--- src/rtl/mp3_spi_arbiter.sv ---
// Arbitrates SCI command writes and SDI data words onto the shared VS10xx serial link.
// Frames are shifted MSB-first on a divided SCK, gated on DREQ, with a chip-select gap after each frame.
module mp3_spi_arbiter #(
    parameter int SCK_DIV    = 25,
    parameter int GAP_CYCLES = 4
) (
    input  logic        clk,
    input  logic        rst_n,
    input  logic        i_DREQ,
    input  logic        i_cmd_req,
    input  logic [7:0]  i_cmd_addr,
    input  logic [15:0] i_cmd_data,
    output logic        o_cmd_ack,
    input  logic        i_data_req,
    input  logic [15:0] i_data,
    output logic        o_data_ack,
    output logic        o_XCS,
    output logic        o_XDCS,
    output logic        o_SCK,
    output logic        o_SI,
    output logic        o_busy
);

    typedef enum logic [1:0] {
        IDLE  = 2'd0,
        SHIFT = 2'd1,
        GAP   = 2'd2
    } state_e;

    localparam int DIV_W = (SCK_DIV > 1) ? $clog2(SCK_DIV) : 1;
    localparam int GAP_W = (GAP_CYCLES > 1) ? $clog2(GAP_CYCLES) : 1;
    localparam logic [DIV_W-1:0] DIV_LAST = DIV_W'(SCK_DIV - 1);
    localparam logic [GAP_W-1:0] GAP_LAST = GAP_W'(GAP_CYCLES - 1);

    state_e             state_q, state_d;
    logic [31:0]        shift_q, shift_d;
    logic               is_cmd_q, is_cmd_d;
    logic [4:0]         bit_cnt_q, bit_cnt_d;
    logic [DIV_W-1:0]   div_cnt_q, div_cnt_d;
    logic [GAP_W-1:0]   gap_cnt_q, gap_cnt_d;
    logic               sck_q, sck_d;
    logic               si_q, si_d;
    logic               xcs_q, xcs_d;
    logic               xdcs_q, xdcs_d;
    logic               cmd_ack_q, cmd_ack_d;
    logic               data_ack_q, data_ack_d;
    logic               last_cmd_q, last_cmd_d;

    logic               grant_cmd;
    logic [31:0]        frame;
    logic [4:0]         last_bit;

    always_ff @(posedge clk) begin
        if (!rst_n) begin
            state_q    <= IDLE;
            shift_q    <= '0;
            is_cmd_q   <= 1'b0;
            bit_cnt_q  <= '0;
            div_cnt_q  <= '0;
            gap_cnt_q  <= '0;
            sck_q      <= 1'b0;
            si_q       <= 1'b0;
            xcs_q      <= 1'b1;
            xdcs_q     <= 1'b1;
            cmd_ack_q  <= 1'b0;
            data_ack_q <= 1'b0;
            last_cmd_q <= 1'b0;
        end else begin
            state_q    <= state_d;
            shift_q    <= shift_d;
            is_cmd_q   <= is_cmd_d;
            bit_cnt_q  <= bit_cnt_d;
            div_cnt_q  <= div_cnt_d;
            gap_cnt_q  <= gap_cnt_d;
            sck_q      <= sck_d;
            si_q       <= si_d;
            xcs_q      <= xcs_d;
            xdcs_q     <= xdcs_d;
            cmd_ack_q  <= cmd_ack_d;
            data_ack_q <= data_ack_d;
            last_cmd_q <= last_cmd_d;
        end
    end

    always_comb begin
        state_d    = state_q;
        shift_d    = shift_q;
        is_cmd_d   = is_cmd_q;
        bit_cnt_d  = bit_cnt_q;
        div_cnt_d  = div_cnt_q;
        gap_cnt_d  = gap_cnt_q;
        sck_d      = sck_q;
        si_d       = si_q;
        xcs_d      = xcs_q;
        xdcs_d     = xdcs_q;
        cmd_ack_d  = 1'b0;
        data_ack_d = 1'b0;
        last_cmd_d = last_cmd_q;

        // On contention the port that did not win last time gets the link.
        grant_cmd = i_cmd_req && (!i_data_req || !last_cmd_q);
        frame     = grant_cmd ? {8'h02, i_cmd_addr, i_cmd_data} : {i_data, 16'h0000};
        last_bit  = is_cmd_q ? 5'd31 : 5'd15;

        unique case (state_q)
            IDLE: begin
                if (i_DREQ && (i_cmd_req || i_data_req)) begin
                    state_d    = SHIFT;
                    shift_d    = frame;
                    si_d       = frame[31];
                    sck_d      = 1'b0;
                    div_cnt_d  = '0;
                    bit_cnt_d  = '0;
                    is_cmd_d   = grant_cmd;
                    last_cmd_d = grant_cmd;
                    xcs_d      = !grant_cmd;
                    xdcs_d     = grant_cmd;
                    cmd_ack_d  = grant_cmd;
                    data_ack_d = !grant_cmd;
                end
            end
            SHIFT: begin
                if (div_cnt_q == DIV_LAST) begin
                    div_cnt_d = '0;
                    if (!sck_q) begin
                        sck_d = 1'b1;
                    end else begin
                        sck_d = 1'b0;
                        if (bit_cnt_q == last_bit) begin
                            bit_cnt_d = '0;
                            si_d      = 1'b0;
                            xcs_d     = 1'b1;
                            xdcs_d    = 1'b1;
                            gap_cnt_d = '0;
                            state_d   = GAP;
                        end else begin
                            bit_cnt_d = bit_cnt_q + 5'd1;
                            shift_d   = shift_q << 1;
                            si_d      = shift_q[30];
                        end
                    end
                end else begin
                    div_cnt_d = div_cnt_q + 1'b1;
                end
            end
            GAP: begin
                if (gap_cnt_q == GAP_LAST) begin
                    state_d = IDLE;
                end else begin
                    gap_cnt_d = gap_cnt_q + 1'b1;
                end
            end
            default: state_d = IDLE;
        endcase
    end

    assign o_cmd_ack  = cmd_ack_q;
    assign o_data_ack = data_ack_q;
    assign o_XCS      = xcs_q;
    assign o_XDCS     = xdcs_q;
    assign o_SCK      = sck_q;
    assign o_SI       = si_q;
    assign o_busy     = (state_q != IDLE);

endmodule

--- config.mk ---
export PLATFORM = sky130hd
export DESIGN_NAME = mp3_spi_arbiter
export DESIGN_NICKNAME = d
export VERILOG_FILES = /design/src/rtl/mp3_spi_arbiter.sv
export SDC_FILE = /design/constraint.sdc
export NUM_CORES = 1
export LEC_CHECK = 0
export BUFFER_PORTS_ARGS = -buffer_cell sky130_fd_sc_hd__buf_2
export CAP_MARGIN = 25
export CORE_MARGIN = 8
export CORE_UTILIZATION = 41
export CTS_CLUSTER_DIAMETER = 100
export DETAILED_ROUTE_END_ITERATION = 10
export GPL_TIMING_DRIVEN = 0
export PLACE_DENSITY = 0.6
export RECOVER_POWER = 50
export SLEW_MARGIN = 0
export SYNTH_ARGS = -nofsm -noshare
export SYNTH_HDL_FRONTEND = slang
export SYNTH_SLANG_ARGS = --single-unit
--- constraint.sdc ---
create_clock -name clk -period 3.8 [get_ports clk]
set_clock_uncertainty 0.1 [all_clocks]
set_input_delay 0.76 -clock clk [delete_from_list [all_inputs] [get_ports clk]]
set_output_delay 0.76 -clock clk [all_outputs]
set_load 0.005 [all_outputs]
Word-level counts from Yosys, hierarchy flattened --
Cells that the tools add are included.
Operators by class: $add $sub $neg 3, eq/ne operators 12, multiplexer cells 41, reduce and logical (&&, ||, !) cells 20
Operator list (number):
- $mux 31 | 4
- $pmux 31 s2 | 1
- $mux 32 | 1
- $mux 5 | 6
- $pmux 5 s2 | 2
- $reduce_and 5->1 | 4
- $mux 2 | 9
- $ne 2x2->1 const B | 7
- $mux 1 | 12
- $add 5x1->5 const B | 2
- $pmux 1 s2 | 4
- $pmux 2 s3 | 1
- $reduce_and 3->1 | 2
- $reduce_bool 2->1 | 3
- $eq 5x5->1 | 1
- $eq 5x5->1 const B | 1
- $eq 2x2->1 const B | 2
- $pmux 2 s2 | 1
- $reduce_and 2->1 | 2
- $reduce_and 4->1 | 1
- $logic_not 1->1 | 3
- $add 2x1->2 const B | 1
- $eq 2x1->1 const B | 1
- $logic_and 1x1->1 | 2
- 2 further kinds | 3
Word-level totals: bits in registers 52, input bits 45, output and inout port bits 7, logic and storage cells 88

Depth between registers and ports, before layout --
Gate-level depths: netlist of the first run.
depth in word-level cells 6, gate-level depth with buffers 7, depth with buffers taken out 6

Least setup slack after synthesis of the first run --
No wires, ideal clock.
kind input port to flip-flop, start point in i_data_req, end point reg shift_q[10], setup time 0.072 ns, arrival time 1.886 ns, required time 3.628 ns, slack 1.742 ns, cell stages on the path 5, cells stage by stage o21ai_1 > o22ai_2 > o21ai_1 > buf_4 > mux2i_1
On the way: longest elaborated chain between the ends 6, elaborated cells on any way between the ends 10
RTL lines:
- start: declaration | line 14 | input logic i_data_req,
- $logic_not 1->1 | line 101 | grant_cmd = i_cmd_req && (!i_data_req || !last_cmd_q);
- $logic_or 1x1->1 | line 101
- $logic_and 1x1->1 | line 101
- $mux 32 | line 102 | frame = grant_cmd ? {8'h02, i_cmd_addr, i_cmd_data} : {i_data, 16'h0000};
- $mux 31 | line 107 | if (i_DREQ && (i_cmd_req || i_data_req)) begin
- $pmux 31 s2 | line 105 | unique case (state_q)
- end signal: assignment | line 70 | shift_q <= shift_d;
- end: declaration | line 36 | logic [31:0] shift_q, shift_d;
Several ways; a longest one is shown, not always the timed one. The select of a mux whose other input is x is not followed. A chain may end at the register's enable or synchronous reset.

Worst setup path in the final report of the first run --
start point in i_cmd_req, end point reg shift_q[17]
On the way: longest elaborated chain between the ends 4, elaborated cells on any way between the ends 8
RTL lines:
- start: declaration | line 10 | input logic i_cmd_req,
- $logic_and 1x1->1 or $logic_or 1x1->1 (tied branches) | line 101, 107
- $mux 32 or $logic_and 1x1->1 (tied branches) | line 102, 107
- $mux 31 or $ne 2x2->1 (tied branches)
- $pmux 31 s2 or $reduce_and 5->1 (tied branches)
Several ways; a longest one is shown, not always the timed one. The select of a mux whose other input is x is not followed.

==> results of run 1 <==
==> per-stage QoR <==
stage / util (%) / setup WS [ns] / power, W / std cells / cell area [um2]
finish: 47.2 / 1.34 / 0.00109 / 476 / 3140
global route: 47.2 / 1.04 / 0.00114 / 476 / 3140
CTS: 47.9 / 1.55 / 0.00111 / 476 / 3180
detailed placement: 46.7 / 1.22 / 0.000802 / 469 / 3100
global placement: 46.7 / 1.17 / 0.000800 / 469 / 3100
floorplan: - / 1.74 / 0.000732 / 339 / 2750
==> per-layer routing <==
layer | GRT usage [%] | part of all wire, % | vias to the layer above | wire (um)
li1 | - | - | 1303 | -
met1 | 21.2 | 50 | 1183 | 3690
met3 | 2.13 | 3.4 | 5 | 252
met2 | 24.9 | 46 | 61 | 3400
met5 | 0 | 0 | - | 0
met4 | 5.64 | 1.1 | 0 | 80
==> flip-flops by register name, indices dropped and copies added (netlist names), 2 cells and up <==
| register | flops |
|---|---|
| shift_q | 31 |
| div_cnt_q | 5 |
| state_q | 2 |
| bit_cnt_q | 5 |
| gap_cnt_q | 2 |
==> power groups by stage <==
stage	clock [W]	combinational (W)	sequential [W]
after floorplan	0	0.000143	0.000589
after global placement	0	0.000209	0.000591
after detailed placement	0	0.000210	0.000592
after CTS	0.000318	0.000211	0.000580
after global routing	0.000334	0.000227	0.000583
final	0.000309	0.000204	0.000580
==> layout make-up <==
cell class / instances / share of cell area, %
Tap cell: 80 / 3.19
Buffer: 27 / 3.63
Multi-Input combinational cell: 256 / 49.4
Clock inverter: 1 / 0.159
Clock buffer: 6 / 2.31
Sequential cell: 52 / 33.2
Timing Repair Buffer: 50 / 7.66
Inverter: 4 / 0.478
==> logic make-up (layout without fill, tap and decap cells) <==
group,after synthesis,count (layout)
xor+xnor,1,1
mux,30,30
compound gates,83,83
buf+inv,31,88
fa+ha+maj,4,4
simple gates,138,138
flops,52,52
==> worst max-delay path, cell delays in order <==
cell	delay (ns)
clkbuf_1	0.10
a21boi_0	0.80
clkbuf_1	0.48
nand2_1	0.10
a31o_2	0.25
mux2i_1	0.11
==> cells in the final DEF (no fill, tap or decap), drive strengths merged, types with 3 or more instances in the layout <==
| cell | synthesis | routed |
|---|---|---|
| inv | 3 | 3 |
| a21o | 22 | 22 |
| or2 | 3 | 3 |
| nand2 | 73 | 73 |
| nand3 | 25 | 25 |
| buf | 10 | 46 |
| nor2 | 12 | 12 |
| a21oi | 15 | 15 |
| a31o | 9 | 9 |
| mux2i | 30 | 30 |
| nor3 | 7 | 7 |
| clkbuf | 17 | 37 |
| o211ai | 3 | 3 |
| dfxtp | 52 | 52 |
| ha | 4 | 4 |
| o21ai | 18 | 18 |
==> final timing paths <==
| path | from | endpoint | cells after the start |
|---|---|---|---|
| max | i_cmd_req | shift_q[17] | 6 |
| min | shift_q[22] | shift_q[22] | 2 |
| max reg2reg | state_q[1] | bit_cnt_q[2] | 6 |
| min reg2reg | shift_q[22] | shift_q[22] | 2 |
==> impl_results.md, run 1 <==
- Most frequent cell after synthesis: nand2_1
- Adder-Cell Fraction of Synth Area: 1.82%
- MaxCap Viol Count: 0
- CP Launch Type: input pin
- Netlist cell types: 47
- Die area: 9590 um2
- Unrepaired setup endpoints after global routing: false
- Post-synth top cells: nand2_1 (73), dfxtp_1 (52), mux2i_1 (30)
- Clock transition at path regs: 0.09 ns
- Number of global-route vias before repair: 2594
- Initial antenna violation count: 0
- Layout cells sized above 1: 16.7%
- Global-route wire length before repair: 12600 um
- Core area: 6640 um2
- Sequential share of power: 53.1%
- Worst EP required: 3.94 ns
- Synth Area in Simple Gates: 22.7%
- Avg Cell Area, Syn: 8.12 um2
- Final nets: 445
- P_leak: 1.30 nW
- Async SR Flop Fraction: 0%
- HP Class: register to register
- Final hold vios: 0
- Fillers: 673
- Main combinational cell family by area after synthesis: simple AND/OR/NAND/NOR gates
- Post-synth EDFFs: 0
- Site Rows: 30
- Clock share of power: 28.3%
- Int Power: 0.000775 W
- FF/Latch Area: 1040 um2
- Routability cong.: 0.835
- CP max FO: 10
- Drt drc: 0
- Antenna cells: 0
- Synth area leader: dfxtp_1
- Routed vias: 2552
- Area of the multi-input gates: 1550 um2
- Clock Sinks: 52
- Length of the first detailed-routing pass in iterations: 5
- Synth Area in Compound Gates: 21.2%
- DIE WIDTH: 97.9 um
- CTS tree: done
- Setup bufs post-CTS: 0
- Worst VDD drop: 0.165 mV
- Avg WL per Cell: 15.6 um
- Register-to-register setup slack: 1.49 ns
- Mux cell area share after synthesis: 10.9%
- Crit path capture type: register
- Comb power frac: 18.6%
- All-layer global routing usage: 15.7%
- XOR/XNOR share of the synthesized area: 0.318%
- Worst-Skew Late Latency: 0.31 ns
- Clock Path Buffers: 2
- Fmax: 0.406 GHz
- WP data arrival: 2.61 ns
- Tcrit/Tclk final: 64.9%
- I/O Buffers: 50
- Slew @ Worst Pin: 0.995 ns
- Syn_nets: 388
- PwrDens: 348 nW/um2
- Gates resized, CTS repair: 0
- Post-layout min period: 2.46 ns
- CTS H-Tree Depth: 2
- Synth warnings: 0
- Yosys top cell area share: 37.8%
- Initial core utilization: 41.4%
- Sw Pwr: 0.000318 W
- Inserted Clock Buffers: 5
- Crit Path Class: input pin to register
- CTS root buf: clkbuf_8
- Cell Area, Synth: 2750 um2
- Total global routing overflow: 0
- First-iteration detailed-routing DRC count: 132
- # hold bufs at CTS: 0
- Sequential cell area fraction in the yosys report: 37.8%
- Flops & latches, synth: 52
- Antenna Nets Post-Route: 0
- Worst hold margin: 0.361 ns
- Area grow syn2layout: 14.1%
- Chip Height: 97.9 um
- TNS Setup: 0 ns
- Setup violators final: 0
- Post-Syn Instances: 339
- Top FF cell, synth: dfxtp_1
- Status: finished, final reports clean
- Max-slew violations: 0
- Largest net degree at the start of global routing: 15
- Switching Fraction: 29.1%
- Dpl hpwl: 5250 um
- Relative slew slack: 33.1%
- Vias per std cell: 5.36
- Top Ports: 52
- Total wire length: 7430 um
- Top post-synthesis cells by area: dfxtp_1 (38%), mux2i_1 (11%), nand2_1 (10%), a21o_1 (6.0%), nand3_1 (4.5%)
(Power assumes the default switching activity.)
==> run 2, diff against run 1 <==
==> constraint.sdc (replaced) <==
create_clock -name clk -period 2.53 [get_ports clk]
set_clock_uncertainty 0.1 [all_clocks]
set_input_delay 0.506 -clock clk [delete_from_list [all_inputs] [get_ports clk]]
set_output_delay 0.506 -clock clk [all_outputs]
set_load 0.005 [all_outputs]
==> impl_results.md, run 2 (synthesis gave the netlist of run 1 again) <==
- Status: finished, final reports clean (unchanged)
- FF/Latch Area: 1040 um2 (unchanged)
- Crit Path Class: register to register (was input pin to register)
- Critical path startpoint: state_q[1] (was i_cmd_req)
- DP Cell Count: 469 (unchanged)
- All-layer global routing usage: 15.7% (unchanged)
- HP Class: register to register (unchanged)
- Largest Register: shift_q (unchanged)
- Worst path buffer plus inverter count: 2 (unchanged)
- Site Rows: 30 (unchanged)
- Dpl hpwl: 5250 um (unchanged)
- Worst slack, placed: 0.205 ns (was 1.22 ns)
- Crit path capture type: register (unchanged)
- Fillers: 670 (was 673)
- CP Launch Type: register (was input pin)
- Routed vias: 2540 (was 2552)
- Total global routing overflow: 0 (unchanged)
- Area grow syn2layout: 14.4% (was 14.1%)
- Critical path's slowest cell: clkbuf_1 (was a21boi_0)
- Core area: 6640 um2 (unchanged)
- Register-to-register setup slack: 0.40 ns (was 1.49 ns)
- Final hold vios: 0 (unchanged)
- Setup bufs post-CTS: 0 (unchanged)
- Crit Reg-Reg Startpoint: state_q[1] (unchanged)
- Antenna Nets Post-Route: 0 (unchanged)
- Worst VDD drop: 0.248 mV (was 0.165 mV)
- Antenna cells: 0 (unchanged)
- Critical Path, Cell by Cell: nand2b_1 > buf_2 > clkbuf_1 > nor2_1 > o311ai_0 > o31ai_1 (was clkbuf_1 > a21boi_0 > clkbuf_1 > nand2_1 > a31o_2 > mux2i_1)
- Setup violators final: 0 (unchanged)
- PnR worst setup slack: 0.397 ns (was 1.34 ns)
- Commonest non-fill, non-tap cell in the layout: nand2_1 (unchanged)
- Gates resized, CTS repair: 0 (unchanged)
- PwrDens: 521 nW/um2 (was 348 nW/um2)
- Final instance area: 3150 um2 (was 3140 um2)
- MaxCap Viol Count: 0 (unchanged)
- Worst-Skew Late Latency: 0.31 ns (about the same)
- Biggest regs: shift_q x31, bit_cnt_q x5, div_cnt_q x5 (unchanged)
- CP max FO: 10 (unchanged)
- Finished Layout Cells: 476 (unchanged)
- First-iteration detailed-routing DRC count: 131 (was 132)
- Avg WL per Cell: 15.6 um (about the same)
- Largest net degree at the start of global routing: 15 (unchanged)
- CP top delay family: buffers and inverters (was compound AO/OA/AOI/OAI gates)
- Layout cells sized above 1: 17.7% (was 16.7%)
- Final core utilization: 47.4% (was 47.2%)
- Worst hold start: shift_q[22] (unchanged)
- Cell Area, Placed: 3100 um2 (unchanged)
- Vias per std cell: 5.34 (was 5.36)
- Inserted Clock Buffers: 5 (unchanged)
- I/O Buffers: 50 (unchanged)
- # hold bufs at CTS: 0 (unchanged)
- Worst EP required: 2.61 ns (was 3.94 ns)
- Max incr delay on CP: 0.48 ns (was 0.80 ns)
- CTS H-Tree Depth: 2 (unchanged)
- CTS tree: done (unchanged)
- Number of global-route vias before repair: 2594 (unchanged)
- Clock Path Buffers: 2 (unchanged)
- Commonest non-fill, non-tap cells in the layout: nand2_1 (73), dfxtp_1 (52), buf_2 (46) (was nand2_1 (73), dfxtp_1 (52), buf_2 (43))
- WP data arrival: 2.22 ns (was 2.61 ns)
- Final nets: 445 (unchanged)
- Clock transition at path regs: 0.09 ns (about the same)
- Length of the first detailed-routing pass in iterations: 5 (unchanged)
- Chip Height: 97.9 um (unchanged)
- Clock Sinks: 52 (unchanged)
- Total wire length: 7430 um (about the same)
- Initial core utilization: 41.4% (unchanged)
- Max-slew violations: 0 (unchanged)
- Unrepaired setup endpoints after global routing: false (unchanged)
- TNS Setup: 0 ns (unchanged)
- Post-layout min period: 2.13 ns
- Routability cong.: 0.835 (unchanged)
- Initial antenna violation count: 0 (unchanged)
- Relative slew slack: 55.5% (was 33.1%)
- Die area: 9590 um2 (unchanged)
- Tcrit/Tclk final: 84.3%
- Slew @ Worst Pin: 0.666 ns (was 0.995 ns)
- Drt drc: 0 (unchanged)
- P_leak: 1.31 nW (was 1.30 nW)
- DIE WIDTH: 97.9 um (unchanged)
- Fmax: 0.469 GHz
- Top Ports: 52 (unchanged)
- Area of the multi-input gates: 1560 um2 (was 1550 um2)
- Max reg flops: 31 (unchanged)
- CTS root buf: clkbuf_8 (unchanged)
- Global-route wire length before repair: 12600 um (unchanged)
[run 2: cell type report]
cell class              count  area share, %
multi-input cells         256           49.4
well taps                  80           3.18
inverters                   4          0.477
plain buffers              27           3.66
repair buffers             50           7.71
clock inverters             1          0.159
clock buffers               6           2.31
flip-flops and latches     52           33.1
[run 2: power by group]
group	switching (W)	leakage, nW	internal, W
registers	0.0000196	0.422	0.000851
clock network	0.000272	0.0410	0.000189
logic	0.000183	0.851	0.000125
[run 2: per-stage QoR]
stage / hold WS [ns] / power, W
3_3_place_gp: 0.344 / 0.00120
6_report: 0.361 / 0.00164
3_5_place_dp: 0.351 / 0.00120
2_1_floorplan: 0.335 / 0.00110
5_1_grt: 0.392 / 0.00172
4_1_cts: 0.365 / 0.00166
[run 2: worst paths after layout]
check / cells after the start / endpoint
setup / recovery: 6 / bit_cnt_q[2]
setup reg to reg: 6 / bit_cnt_q[2]
hold / removal: 2 / shift_q[22]
hold reg to reg: 2 / shift_q[22]
[run 2: metal layers]
metal	vias up	share of wire [%]	track usage [%]	wire length [um]
met5	-	0	0	0
met4	0	1.1	5.64	80
met3	5	3.1	2.13	231
met2	67	46	24.9	3380
met1	1159	50	21.2	3730
li1	1309	-	-	-
[run 2: worst min-delay path, delay by kind of cell, from the launching register on]
| family | cells | cell delay [ns] |
|---|---|---|
| flip-flops | 1 | 0.32 |
| multiplexers | 1 | 0.05 |
| AND/OR/NAND/NOR | 1 | 0.05 |
==> run 3, diff against run 2 <==
==> constraint.sdc (replaced) <==
create_clock -name clk -period 2.1 [get_ports clk]
set_clock_uncertainty 0.1 [all_clocks]
set_input_delay 0.42 -clock clk [delete_from_list [all_inputs] [get_ports clk]]
set_output_delay 0.42 -clock clk [all_outputs]
set_load 0.005 [all_outputs]
==> impl_results.md, run 3 (synthesis gave the netlist of run 1 again) <==
- Status: finished, final reports clean (unchanged)
- Length of the first detailed-routing pass in iterations: 5 (unchanged)
- Initial antenna violation count: 0 (unchanged)
- Worst EP required: 2.17 ns (was 2.61 ns)
- Worst hold margin: 0.360 ns (was 0.361 ns)
- Chip Height: 97.9 um (unchanged)
- Drt drc: 0 (unchanged)
- Final instance area: 3180 um2 (was 3150 um2)
- Slew @ Worst Pin: 0.595 ns (was 0.666 ns)
- Setup bufs post-CTS: 0 (unchanged)
- Biggest regs: shift_q x31, bit_cnt_q x5, div_cnt_q x5 (unchanged)
- Largest Register: shift_q (unchanged)
- Crit path capture type: register (unchanged)
- Commonest non-fill, non-tap cells in the layout: nand2_1 (73), dfxtp_1 (52), buf_2 (49) (was nand2_1 (73), dfxtp_1 (52), buf_2 (46))
- HP Class: input pin to register (was register to register)
- Worst path buffer plus inverter count: 2 (unchanged)
- Setup violators final: 0 (unchanged)
- Vias per std cell: 5.34 (about the same)
- Global-route wire length before repair: 12600 um (about the same)
- Avg WL per Cell: 15.6 um (about the same)
- All-layer global routing usage: 15.7% (about the same)
- CP max FO: 10 (unchanged)
- Max reg flops: 31 (unchanged)
- Antenna Nets Post-Route: 0 (unchanged)
- Core area: 6640 um2 (unchanged)
- Inserted Clock Buffers: 5 (unchanged)
- WP data arrival: 2.03 ns (was 2.22 ns)
- Clock transition at path regs: 0.09 ns (about the same)
- Fmax: 0.510 GHz (was 0.469 GHz)
- Largest net degree at the start of global routing: 15 (unchanged)
- Unrepaired setup endpoints after global routing: true (was false)
- DP Cell Count: 469 (unchanged)
- CTS root buf: clkbuf_8 (unchanged)
- Worst-Skew Late Latency: 0.31 ns (about the same)
- Commonest non-fill, non-tap cell in the layout: nand2_1 (unchanged)
- Routability cong.: 0.835 (unchanged)
- Worst hold start: i_cmd_data[4] (was shift_q[22])
- Critical path's slowest cell: nor4_1 (was clkbuf_1)
- Hold Crit Depth: 4 (was 2)
- Register-to-register setup slack: 0.14 ns (was 0.40 ns)
- Clock Sinks: 52 (unchanged)
- Number of global-route vias before repair: 2585 (was 2594)
- MaxCap Viol Count: 0 (unchanged)
- CP Launch Type: register (unchanged)
- I/O Buffers: 50 (unchanged)
- Relative slew slack: 60.0% (was 55.5%)
- Dpl hpwl: 5250 um (unchanged)
- Initial core utilization: 41.4% (unchanged)
- Final hold vios: 0 (unchanged)
- Total wire length: 7400 um (was 7430 um)
- Worst VDD drop: 0.296 mV (was 0.248 mV)
- Hold Crit Endpoint: shift_q[4] (was shift_q[22])
- Post-layout min period: 1.96 ns (was 2.13 ns)
- CTS H-Tree Depth: 2 (unchanged)
- Critical Path, Cell by Cell: a21bo_2 > clkbuf_1 > buf_2 > nor4_1 > o21ai_0 (was nand2b_1 > buf_2 > clkbuf_1 > nor2_1 > o311ai_0 > o31ai_1)
- Top Ports: 52 (unchanged)
- Routed vias: 2537 (was 2540)
- CP top delay family: buffers and inverters (unchanged)
- DIE WIDTH: 97.9 um (unchanged)
- Crit Reg-Reg Startpoint: last_cmd_q (was state_q[1])
- CTS tree: done (unchanged)
- Finished Layout Cells: 475 (was 476)
- Tcrit/Tclk final: 93.5% (was 84.3%)
- Area grow syn2layout: 15.5% (was 14.4%)
- PwrDens: 625 nW/um2 (was 521 nW/um2)
- Max incr delay on CP: 0.47 ns (was 0.48 ns)
- Reg2reg path depth: 5 (was 6)
- Cell Area, Placed: 3100 um2 (unchanged)
- Antenna cells: 0 (unchanged)
- Clock Path Buffers: 2 (unchanged)
- Final nets: 444 (was 445)
- First-iteration detailed-routing DRC count: 143 (was 131)
- Site Rows: 30 (unchanged)
- Worst R2R End: o_XCS (was bit_cnt_q[2])
- Layout cells sized above 1: 19.5% (was 17.7%)
- Final core utilization: 47.8% (was 47.4%)
- Crit Path Class: register to register (unchanged)
- Max-slew violations: 0 (unchanged)
- Total global routing overflow: 0 (unchanged)
- P_leak: 1.34 nW (was 1.31 nW)
- Die area: 9590 um2 (unchanged)
run 3: stage by stage:
stage | power, W | worst slack (ns) | TNS (ns)
6_report | 0.00199 | 0.137 | 0
5_1_grt | 0.00209 | -0.00735 | -0.00735
4_1_cts | 0.00201 | 0.0384 | 0
3_5_place_dp | 0.00145 | -0.139 | -2.04
3_3_place_gp | 0.00145 | -0.187 | -2.41
2_1_floorplan | 0.00132 | 0.343 | 0
run 3: worst max-delay path by stage:
stage | start | end | slack [ns] | depth (start not counted)
final | last_cmd_q | o_XCS | 0.14 | 5
after global placement | i_data_req | shift_q[18] | -0.19 | 6
after CTS | last_cmd_q | shift_q[16] | 0.04 | 5
after global routing | last_cmd_q | o_XCS | -0.007 | 5
after floorplan | bit_cnt_q[0] | shift_q[10] | 0.34 | 7
after detailed placement | i_data_req | shift_q[16] | -0.14 | 6
run 3: routing by layer:
| layer | global-route usage (%) | vias up | part of all wire (%) |
|---|---|---|---|
| met5 | 0 | - | 0 |
| met4 | 5.40 | 0 | 1.1 |
| met3 | 2.13 | 6 | 3.0 |
| met2 | 24.9 | 50 | 46 |
| met1 | 21.3 | 1174 | 50 |
| li1 | - | 1307 | - |
run 3: what timing repair did:
item / CTS / global route
endpoints found under the setup margin: 3 / 31
hold buffers: 0 / 0
gates resized for setup: 1 / 3
run 3: area by class of cell:
type                    instances  area, um2
clock buffers                   6       72.6
clock inverters                 1       5.00
well taps                      80        100
inverters                       4       15.0
flip-flops and latches         52       1040
fillers                       671       3470
multi-input cells             256       1580
plain buffers                  26        126
repair buffers                 50        243
run 3: worst register-to-register path, delay by kind of cell, from the launching register on:
family	cells	cell delay, ns
buf+inv	2	0.49
simple gates	1	0.48
flops	1	0.38
compound gates	2	0.38
run 3: power breakdown:
part	internal, W	switching, W	leakage (nW)
clock network	0.000228	0.000328	0.0410
logic	0.000159	0.000222	0.873
registers	0.00103	0.0000238	0.422
total	0.00141	0.000575	1.34
